[config.mk]
export PLATFORM = sky130hd
export DESIGN_NAME = sync_fifo
export DESIGN_NICKNAME = d
export VERILOG_FILES = /design/src/rtl/sync_fifo.sv
export SDC_FILE = /design/constraint.sdc
export NUM_CORES = 1
export LEC_CHECK = 0
export ABC_AREA = 1
export CORE_MARGIN = 4
export CORE_UTILIZATION = 45
export CTS_BUF_LIST = sky130_fd_sc_hd__clkbuf_4 sky130_fd_sc_hd__clkbuf_8
export DETAILED_ROUTE_END_ITERATION = 16
export DONT_BUFFER_PORTS = 1
export MAX_ROUTING_LAYER = met4
export PLACE_DENSITY = 0.71
export SLEW_MARGIN = 20
export SYNTH_ARGS = -nofsm -noshare
export SYNTH_HDL_FRONTEND = slang
export SYNTH_SLANG_ARGS = --single-unit
[constraint.sdc]
create_clock -name clk -period 4.75 [get_ports clk]
set_input_delay 0.7125 -clock clk [delete_from_list [all_inputs] [get_ports clk]]
set_output_delay 0.7125 -clock clk [all_outputs]
set_load 0.05 [all_outputs]
[src/rtl/sync_fifo.sv]
// Single-clock FIFO with a direct fill counter, registered or fall-through read,
// almost-full/almost-empty flags, a fill-level output and one-cycle error pulses.
module sync_fifo #(
  parameter int DSIZE        = 8,
  parameter int ASIZE        = 4,
  parameter int FWFT         = 0,
  parameter int AFULL_LEVEL  = 12,
  parameter int AEMPTY_LEVEL = 3
) (
  input  logic             clk,
  input  logic             rst,
  input  logic             winc,
  input  logic [DSIZE-1:0] wdata,
  output logic             wfull,
  output logic             awfull,
  output logic             wr_err,
  input  logic             rinc,
  output logic [DSIZE-1:0] rdata,
  output logic             rempty,
  output logic             arempty,
  output logic             rd_err,
  output logic [ASIZE:0]   level
);

  localparam int DEPTH = 1 << ASIZE;
  localparam int LW    = ASIZE + 1;

  localparam logic [LW-1:0]    DepthLvl  = LW'(DEPTH);
  localparam logic [LW-1:0]    AfullLvl  = LW'(AFULL_LEVEL);
  localparam logic [LW-1:0]    AemptyLvl = LW'(AEMPTY_LEVEL);
  localparam logic [LW-1:0]    LvlOne    = LW'(1);
  localparam logic [ASIZE-1:0] PtrOne    = ASIZE'(1);

  logic [DSIZE-1:0] mem [DEPTH];

  logic [ASIZE-1:0] wrPtr_q, wrPtr_d;
  logic [ASIZE-1:0] rdPtr_q, rdPtr_d;
  logic [LW-1:0]    level_q, level_d;
  logic             wfull_q, wfull_d;
  logic             awfull_q, awfull_d;
  logic             rempty_q, rempty_d;
  logic             arempty_q, arempty_d;
  logic             wrErr_q, wrErr_d;
  logic             rdErr_q, rdErr_d;

  logic wrAcc;
  logic rdAcc;

  // Acceptance is qualified only by the current registered flags, so a pop in the
  // same cycle never makes room for a write to a full FIFO (and vice versa).
  always_comb begin
    wrAcc = winc && !wfull_q;
    rdAcc = rinc && !rempty_q;
  end

  always_comb begin
    wrPtr_d   = wrPtr_q;
    rdPtr_d   = rdPtr_q;
    level_d   = level_q;
    wrErr_d   = winc && wfull_q;
    rdErr_d   = rinc && rempty_q;

    if (wrAcc) begin
      wrPtr_d = wrPtr_q + PtrOne;
    end
    if (rdAcc) begin
      rdPtr_d = rdPtr_q + PtrOne;
    end

    if (wrAcc && !rdAcc) begin
      level_d = level_q + LvlOne;
    end else if (rdAcc && !wrAcc) begin
      level_d = level_q - LvlOne;
    end

    // Flags come from the next level so they agree with level after every edge.
    rempty_d  = (level_d == '0);
    wfull_d   = (level_d == DepthLvl);
    awfull_d  = (level_d >= AfullLvl);
    arempty_d = (level_d <= AemptyLvl);
  end

  always_ff @(posedge clk or posedge rst) begin
    if (rst) begin
      wrPtr_q   <= '0;
      rdPtr_q   <= '0;
      level_q   <= '0;
      wfull_q   <= 1'b0;
      awfull_q  <= 1'b0;
      rempty_q  <= 1'b1;
      arempty_q <= 1'b1;
      wrErr_q   <= 1'b0;
      rdErr_q   <= 1'b0;
    end else begin
      wrPtr_q   <= wrPtr_d;
      rdPtr_q   <= rdPtr_d;
      level_q   <= level_d;
      wfull_q   <= wfull_d;
      awfull_q  <= awfull_d;
      rempty_q  <= rempty_d;
      arempty_q <= arempty_d;
      wrErr_q   <= wrErr_d;
      rdErr_q   <= rdErr_d;
    end
  end

  // Storage is deliberately not reset; clearing the pointers and level is enough.
  always_ff @(posedge clk) begin
    if (wrAcc) begin
      mem[wrPtr_q] <= wdata;
    end
  end

  generate
    if (FWFT != 0) begin : gFwft
      assign rdata = mem[rdPtr_q];
    end else begin : gRegRead
      logic [DSIZE-1:0] rdata_q;

      always_ff @(posedge clk or posedge rst) begin
        if (rst) begin
          rdata_q <= '0;
        end else if (rdAcc) begin
          rdata_q <= mem[rdPtr_q];
        end
      end

      assign rdata = rdata_q;
    end
  endgenerate

  assign wfull   = wfull_q;
  assign awfull  = awfull_q;
  assign wr_err  = wrErr_q;
  assign rempty  = rempty_q;
  assign arempty = arempty_q;
  assign rd_err  = rdErr_q;
  assign level   = level_q;

endmodule

==> out/results.ini <==
[run_status]
run_status=finished, final reports clean

[synth]
syn_nets=610
ys_ff_latch=155
postSynthCellCount=591
syn_area_mm2=0.00648
synth_cell_types=26
avgSynthCellArea_um2=11.0
yosys_warnings=0
seq_area_frac_synth_pct=69.8

[global_routing]
overflow=0
grt_pass1_wl_um=21400
grt_use_met1_pct=22.0
busiest_layer=met2
grt_pass1_vias=4084
use_met3_pct=4.79
antenna_found_initial=0
grt_usage_pct=18.0
use_met2_pct=28.7
grt_max_degree=67

[drt]
ant_nets=0
routed_via_density=5.32
routedWlPerCell_um=17.4
drt_pre_antenna_iters=5
vias=4160
route.detailed.drc=0
drt_iter0_drc=360
finalWirelength_um=13600

[worst_setup_path]
path_max_fanout=12
cp_slowest_stage_delay_ns=0.68
critPathArrivalTime_ns=2.53
path_cells=nor2_2, nand2_1, nor2_1
cp-start-kind=flip-flop
critical_path_class=reg2reg
crit_path_end_kind=flip-flop
slowest_stage=nor2_1
cp_data_required_time_ns=4.82

[floorplanning]
die_w_um=128
start_util_pct=46.3
dieArea_mm2=0.0164
die_h_um=128
boundaryPins=31
core_mm2=0.0140
row_count=43

[min_path]
hp-class=in2async

[finish]
nFillCells=1260
nNetsFinal=608
regArea_mm2=0.00452
layout_commonest_cell=nand2_1
final_cell_mix=231 x nand2_1, 128 x edfxtp_1, 88 x nand3_1
syn_to_final_growth_pct=7.57
n_antenna_cell=0
layout-drive-gt1-share_pct=8.80
multi_input_area_mm2=0.00172

[sta]
slew_viol_final=0
hold_viol=0
report.final.setup_viol=0
rsz0062_at_grt=false
relSlewSlack_pct=37.3
hold_slack_ns=0.230
fin_crit_sh_pct=51.7
fin_crit_ns=2.46
tightest_slew_ns=0.940
tns_ns=0
fmax_mhz=407
skew_ns=0.0148

[power_and_ir_drop]
powerDensity_mw_per_mm2=613
leakage_nw=2.73
ir_worst_vdd_mv=0.292
p_total_mw=4.27

[placed_design]
place_hpwl_um=8700
place.gp.congestion=0.820
portBuffers=0

[cts]
clock-sinks=155
cts-htree-levels=4
ctsResizeCount=0
cts_made_buffers=17
cts_tree=yes
cts_max_path_buffers=2
post_cts_buffers=0
cts_hold_buf=0
ctsRootBufferMaster=clkbuf_8
clk_pin_slew_ns=0.09
clk_latency_ns=0.45

[flow_run]
maxCapViolations=0

[cells by family after synthesis]
logic type               share of synthesized area, %
adder cells (fa/ha/maj)                          1.35
XOR/XNOR                                        0.946
buffers and inverters                            3.67
AO/OA/AOI/OAI                                    1.31
AND/OR/NAND/NOR                                  22.9
flip-flops                                       69.8
[layer usage]
metal	share of wire (%)	routed length [µm]
met2	49	6730
met5	0	0
met3	7.7	1040
met1	40	5490
met4	2.5	337
[critical path, delay by kind of cell (launching register included)]
kind             cells  cell delay, ns
and+or+nand+nor      3            1.47
DFF                  1            0.60
[path summary, 6_finish.rpt]
path	startpoint	end	slack, ns	cells after the start
min in group clk	wdata[7]	mem[10][7]	0.35	0
worst max register to register	wfull	mem[2][6]	2.29	3
worst max-delay path	wfull	mem[2][6]	2.29	3
worst min register to register	wrPtr_q[3]	wrPtr_q[3]	0.63	2
worst min-delay path	rst	wfull	0.23	2
max in group asynchronous	rst	rempty	4.20	2
[area by class of cell]
| cell class | count | area share (%) |
|---|---|---|
| sequential | 155 | 64.9 |
| multi-input combinational | 385 | 24.7 |
| clock buffer | 19 | 3.66 |
| tap | 180 | 3.23 |
| clock inverter | 13 | 1.69 |
| inverter | 26 | 1.42 |
| timing repair buffer | 4 | 0.431 |
[synthesized netlist by cell type (all sizes together)]
cell type / count / area (µm²)
nor3: 3 / 15.0
nor2: 24 / 100
xor2: 7 / 61.3
inv: 25 / 93.8
o21ai: 5 / 25.0
buf: 23 / 133
clkinv: 1 / 3.75
nand4: 1 / 6.26
nand3: 91 / 470
a21oi: 12 / 60.1
dfstp: 2 / 52.6
nand3b: 1 / 7.51
dfrtp: 25 / 626
nand2: 234 / 886
edfxtp: 128 / 3840
ha: 7 / 87.6
clkbuf: 2 / 7.51
[power breakdown]
group | leakage, nW | switching [mW] | internal (mW) | total (mW)
clock network | 0.178 | 0.478 | 0.435 | 0.913
logic | 1.08 | 0.872 | 0.377 | 1.25
registers | 1.48 | 0.417 | 1.69 | 2.11
[metrics by stage]
stage | cells | instance area, µm² | utilization (%) | setup WS, ns
2_1_floorplan | 591 | 6480 | - | 2.92
3_3_place_gp | 750 | 6600 | 47.1 | 2.40
3_5_place_dp | 750 | 6600 | 47.1 | 2.35
4_1_cts | 782 | 6970 | 49.8 | 2.36
5_1_grt | 782 | 6970 | 49.8 | 2.11
6_report | 782 | 6970 | 49.8 | 2.29
[state kept, by name, summed over array words and instances, names as in the netlist]
name     count
awfull       1
rdata        8
arempty      1
wrPtr_q      4
wfull        1
wr_err       1
rempty       1
mem        128
rdPtr_q      4
rd_err       1
level        5
Note: power is estimated with default switching activity, not from simulation.
